<file path="config.mk">
export PLATFORM = sky130hd
export DESIGN_NAME = ffra_byte_seq
export DESIGN_NICKNAME = d
export VERILOG_FILES = /design/src/rtl/ffra_byte_seq.sv
export SDC_FILE = /design/constraint.sdc
export NUM_CORES = 1
export LEC_CHECK = 0
export CAP_MARGIN = 30
export CORE_ASPECT_RATIO = 0.5
export CORE_MARGIN = 2
export CORE_UTILIZATION = 50
export DETAILED_ROUTE_END_ITERATION = 8
export PLACE_DENSITY = 0.83
export SETUP_SLACK_MARGIN = 0.1
export SLEW_MARGIN = 40
export SYNTH_ARGS = -nofsm -noshare
export SYNTH_HDL_FRONTEND = slang
export SYNTH_SLANG_ARGS = --single-unit
</file>
<file path="constraint.sdc">
create_clock -name clk -period 2 [get_ports clk]
set_clock_uncertainty 0.15 [all_clocks]
set_input_delay 0.4 -clock clk [delete_from_list [all_inputs] [get_ports clk]]
set_output_delay 0.4 -clock clk [all_outputs]
set_load 0.005 [all_outputs]
</file>
<file path="src/rtl/ffra_byte_seq.sv">
// ffra_byte_seq: byte-serial front end for the 32-bit ffra adder core.
// Operands arrive one LANE-wide beat at a time and are assembled little-endian
// (first beat in the low lane). Full words go to ffra together. After LAT
// cycles of adder latency the result is captured and sent back one lane per
// beat.
//
// Ports
//   clk, rst                synchronous active-high reset
//   in_valid / in_ready     load-side handshake (in_ready high only in LOAD)
//   a_byte, b_byte, ci_byte operand lanes for the current load beat
//   a, b, ci                assembled words to ffra, held until the next load completes
//   o                       ffra result
//   out_valid / out_ready   unload-side handshake (out_valid high only in UNLOAD)
//   o_byte                  current result lane
//   busy                    high in WAIT or UNLOAD
//
// Build option FFRA_SEQ_PARITY_EN: adds one final unload beat carrying the XOR
// of all result lanes as captured.
//
// State table
//   ST_LOAD   | accept operand beats into the shadow registers
//   ST_WAIT   | words presented to ffra; count down the adder latency
//   ST_UNLOAD | stream captured result lanes out, LSB lane first

module ffra_byte_seq #(
  parameter int WIDTH = 32,
  parameter int LANE  = 8,
  parameter int LAT   = 1
) (
  input  logic             clk,
  input  logic             rst,
  input  logic             in_valid,
  output logic             in_ready,
  input  logic [LANE-1:0]  a_byte,
  input  logic [LANE-1:0]  b_byte,
  input  logic [LANE-1:0]  ci_byte,
  output logic [WIDTH-1:0] a,
  output logic [WIDTH-1:0] b,
  output logic [WIDTH-1:0] ci,
  input  logic [WIDTH-1:0] o,
  output logic             out_valid,
  input  logic             out_ready,
  output logic [LANE-1:0]  o_byte,
  output logic             busy
);

  localparam int BEATS = WIDTH / LANE;
`ifdef FFRA_SEQ_PARITY_EN
  localparam int OUT_BEATS = BEATS + 1;
`else
  localparam int OUT_BEATS = BEATS;
`endif
  localparam int BW = $clog2(BEATS + 1);
  localparam int CW = (LAT > 0) ? $clog2(LAT + 1) : 1;
  localparam logic [BW-1:0] LAST_IN  = BW'(BEATS - 1);
  localparam logic [BW-1:0] LAST_OUT = BW'(OUT_BEATS - 1);
  localparam logic [CW-1:0] LAT_INIT = CW'(LAT);

  typedef enum logic [1:0] {ST_LOAD, ST_WAIT, ST_UNLOAD} state_t;

  state_t           state_q, state_d;
  logic [BW-1:0]    beat_q, beat_d;
  logic [CW-1:0]    cnt_q, cnt_d;
  logic [WIDTH-1:0] sha_q, sha_d, shb_q, shb_d, shc_q, shc_d;
  logic [WIDTH-1:0] a_q, a_d, b_q, b_d, ci_q, ci_d;
  logic [WIDTH-1:0] res_q, res_d;
`ifdef FFRA_SEQ_PARITY_EN
  logic [LANE-1:0]  par_q, par_d, par_x;

  always_comb begin
    par_x = '0;
    for (int i = 0; i < BEATS; i++) par_x = par_x ^ o[i*LANE +: LANE];
  end
`endif

  always_ff @(posedge clk) begin
    if (rst) begin
      state_q <= ST_LOAD;
      beat_q  <= '0;
      cnt_q   <= '0;
      sha_q   <= '0;
      shb_q   <= '0;
      shc_q   <= '0;
      a_q     <= '0;
      b_q     <= '0;
      ci_q    <= '0;
      res_q   <= '0;
`ifdef FFRA_SEQ_PARITY_EN
      par_q   <= '0;
`endif
    end else begin
      state_q <= state_d;
      beat_q  <= beat_d;
      cnt_q   <= cnt_d;
      sha_q   <= sha_d;
      shb_q   <= shb_d;
      shc_q   <= shc_d;
      a_q     <= a_d;
      b_q     <= b_d;
      ci_q    <= ci_d;
      res_q   <= res_d;
`ifdef FFRA_SEQ_PARITY_EN
      par_q   <= par_d;
`endif
    end
  end

  always_comb begin
    state_d = state_q;
    beat_d  = beat_q;
    cnt_d   = cnt_q;
    sha_d   = sha_q;
    shb_d   = shb_q;
    shc_d   = shc_q;
    a_d     = a_q;
    b_d     = b_q;
    ci_d    = ci_q;
    res_d   = res_q;
`ifdef FFRA_SEQ_PARITY_EN
    par_d   = par_q;
`endif
    case (state_q)
      ST_LOAD: begin
        if (in_valid) begin
          // New lane enters at the top, so the first beat ends up in the LSB lane.
          sha_d = {a_byte,  sha_q[WIDTH-1:LANE]};
          shb_d = {b_byte,  shb_q[WIDTH-1:LANE]};
          shc_d = {ci_byte, shc_q[WIDTH-1:LANE]};
          if (beat_q == LAST_IN) begin
            a_d     = sha_d;
            b_d     = shb_d;
            ci_d    = shc_d;
            cnt_d   = LAT_INIT;
            beat_d  = '0;
            state_d = ST_WAIT;
          end else begin
            beat_d = beat_q + BW'(1);
          end
        end
      end
      ST_WAIT: begin
        if (cnt_q == '0) begin
          res_d   = o;
`ifdef FFRA_SEQ_PARITY_EN
          par_d   = par_x;
`endif
          beat_d  = '0;
          state_d = ST_UNLOAD;
        end else begin
          cnt_d = cnt_q - CW'(1);
        end
      end
      ST_UNLOAD: begin
        if (out_ready) begin
          res_d = res_q >> LANE;
          if (beat_q == LAST_OUT) begin
            beat_d  = '0;
            state_d = ST_LOAD;
          end else begin
            beat_d = beat_q + BW'(1);
          end
        end
      end
      default: state_d = ST_LOAD;
    endcase
  end

  assign in_ready  = (state_q == ST_LOAD);
  assign out_valid = (state_q == ST_UNLOAD);
  assign busy      = (state_q != ST_LOAD);
  assign a         = a_q;
  assign b         = b_q;
  assign ci        = ci_q;
`ifdef FFRA_SEQ_PARITY_EN
  // After BEATS shifts the result register is spent; the extra beat shows parity.
  assign o_byte = (state_q == ST_UNLOAD && beat_q == BW'(BEATS)) ? par_q : res_q[LANE-1:0];
`else
  assign o_byte = res_q[LANE-1:0];
`endif

endmodule

</file>
==> impl_metrics.tcl <==
set metrics [dict create \
    outcome "completed" \
    synth_area_um2 7620 \
    fp.coreArea_um2 14700 \
    placement_rows 31 \
    grt_max_degree 60 \
    async_flop_share 0 \
    critPathMaxFanout 4 \
    synth_enable_flop_cells 0 \
    vias_per_cell 5.15 \
    cts_inserted_buffers 18 \
    start_util 0.520 \
    vias 6706 \
    ys_seq_area_frac 0.541 \
    antenna_found_initial 0 \
    io_pins 167 \
    cts_max_level 1 \
    regToRegSetupSlack_ns 0.20 \
    cts-hold-fix-buffers 0 \
    clkLatencyLatePin_ns 0.48 \
    grt-ovfl-total 0 \
    diodes 0 \
    clkTransAtPathRegs_ns 0.07 \
    synth_cells 949 \
    p_leak_nw 4.41 \
    port_buffers 166 \
    path_class "reg2out" \
    area_delta_synth_final_pct 35.3 \
    fmax_mhz 533 \
    reg2reg_from "beat_q[0]" \
    cts-root-buf "clkbuf_16" \
    fillers 1135 \
    ant_nets 0 \
    ys_seq_elements 206 \
    syn_nets 1010 \
    post-route-period-util 0.939 \
    path_buf_inv 2 \
    path_cells "nor2_4, buf_4, clkdlybuf4s15_1" \
    die_h_um 91.3 \
    drive_gt1_frac 0.111 \
    synth.avg_cell_area_um2 8.03 \
    relSlewSlack 0.625 \
    whs_path_depth 2 \
    rsz0062_at_grt "yes" \
    routabilityCongestion 0.779 \
    cts_tree "done" \
    wire_per_inst_um 14.5 \
    placed_cell_area_um2 9520 \
    layout.cells.non_filler 1302 \
    utilization 0.703 \
    worst_pin_slew_ns 0.563 \
    clockBufferDepth 3 \
    cap_violations 0 \
    startpoint_type "flop" \
    hold_violations 0 \
    final_nets 1153 \
    first_pass_iters 5 \
    grtUsageTotal 0.227 \
    synth_cell_types 29 \
    ys.warnings.count 0 \
    critPathRequiredTime_ns 1.45 \
    drt_iter0_markers 415 \
    drt-total-wl_mm 18.8 \
    dp_cells 1263 \
    ir_drop_mv 0.450 \
    slowest_stage "dfxtp_2" \
    fin_crit_ns 1.88 \
    cts.sinks 206 \
    post-dp-hpwl_mm 12.3 \
    ys.flop_type "dfxtp_1" \
    min_from "rst" \
    crit_arrival_ns 1.33 \
    critPathTopFamily "buffers and inverters" \
    post-route-drc-count 0 \
    dieArea_um2 16300 \
    die_w_um 179 \
    grt_pass1_vias 6198 \
    power_density_nw_per_um2 799 \
    cpPeakStageDelay_ns 0.35 \
    grt_pass1_wl_mm 30.4 \
    stdcell_area_um2 10300 \
    crit_path_end_kind "output pin" \
    r2r_cells 6 \
    finalMaxSlewViolations 0 \
    worstHoldPathType "in2reg" \
    setup_viol 0 \
    hold_end "state_q[1]" \
    r2r-end "ci[22]" \
]
cells by family after synthesis:
logic type	Yosys count	share of synthesized area
and+or+nand+nor	448	0.230
DFF	206	0.541
adders and majority gates	1	0.00164
buffers and inverters	84	0.0592
AOI/OAI and AO/OA	210	0.168
routing by layer:
metal,up-vias,part of all wire,track usage
li1,3376,-,-
met1,3129,0.45,0.308
met2,176,0.48,0.373
met3,25,0.057,0.0452
met4,0,0.017,0.0522
met5,-,0,0
cells in the mapped netlist (2+ instances only):
cell type  instances  area share
nand2_1          393        0.19
dfxtp_1          206        0.54
a21oi_1          180        0.12
clkbuf_1          38       0.019
nor2_1            30       0.015
buf_2             23       0.015
a311oi_2          20       0.039
buf_4             10      0.0098
buf_6              9       0.013
nand3_1            8      0.0053
a311oi_1           4      0.0046
inv_1              3      0.0015
nand2b_1           3      0.0025
and2_1             2      0.0016
nand2b_4           2      0.0036
nor2b_1            2      0.0016
nor3_1             2      0.0013
o21ai_0            2      0.0013
o41ai_1            2      0.0023
power by group:
group          total (mW)  switching (mW)  internal (mW)
clock network        3.51            1.52           1.99
registers            4.23          0.0537           4.17
logic               0.504           0.267          0.237
total                8.24            1.84           6.40
repair_timing:
action                                  4_1_cts  5_1_grt
endpoints found under the setup margin       32       59
pin swaps                                     1        0
gates resized for setup                      42       58
buffers inserted                              3        4
layout make-up:
class	count	area, um^2	area share
multi-input cells	659	3080	0.298
flip-flops and latches	206	4160	0.403
inverters	4	22.5	0.00218
clock buffers	24	524	0.0508
clock inverters	8	76.3	0.00740
well taps	198	248	0.0240
repair buffers	203	2210	0.214
how the worst max path moves through the flow:
stage                     slack [ns]        to  cells past startpoint        from
final                           0.12  in_ready                      3  state_q[0]
after global routing            0.07  in_ready                      3  state_q[0]
after CTS                       0.09  in_ready                      3  state_q[0]
after detailed placement       -0.05    ci[22]                      6    in_valid
after global placement         -0.02    ci[23]                      6    in_valid
after floorplan                 0.27      a[0]                      8   beat_q[0]
state kept, by name, summed over array words and instances, names as in the netlist:
signal   flops
ci          32
cnt_q        1
beat_q       3
shc_q       24
res_q       32
b           32
shb_q       24
a           32
sha_q       24
state_q      2
worst reg2reg max path: stages, from the launching register on:
cell      delay [ns]
dfxtp_1         0.37
ha_1            0.25
nand2b_4        0.09
or3_4           0.40
buf_12          0.19
nand2_1         0.14
a21oi_1         0.07
metrics by stage:
stage	setup slack [ns]	setup TNS (ns)	power, mW	hold WS [ns]
detailed placement	-0.0545	-0.900	4.82	0.296
global route	0.0674	0	8.51	0.173
CTS	0.0946	0	8.29	0.154
global placement	-0.0232	-0.175	4.80	0.288
finish	0.122	0	8.24	0.173
floorplan	0.273	0	4.56	0.282
cells in the final DEF (no fill, tap or decap), types with 2 or more instances in the layout:
master / netlist / final
buf_12: 0 / 14
a311oi_2: 20 / 20
clkbuf_16: 0 / 19
dfxtp_2: 0 / 22
clkinv_2: 0 / 3
inv_1: 3 / 3
buf_4: 10 / 22
dfxtp_1: 206 / 183
o21ai_0: 2 / 2
nand2b_1: 3 / 2
clkdlybuf4s50_1: 0 / 98
clkinvlp_4: 0 / 3
buf_6: 9 / 2
o41ai_1: 2 / 2
nor2b_1: 2 / 2
nand3_1: 8 / 8
clkbuf_8: 0 / 3
a21oi_1: 180 / 180
nand2_1: 393 / 392
dlygate4sd2_1: 0 / 20
dlymetal6s2s_1: 0 / 45
nor2_1: 30 / 29
clkbuf_1: 38 / 2
nand2b_4: 2 / 3
a311oi_1: 4 / 4
nor3_1: 2 / 2
Note: power is estimated with default switching activity, not from simulation.
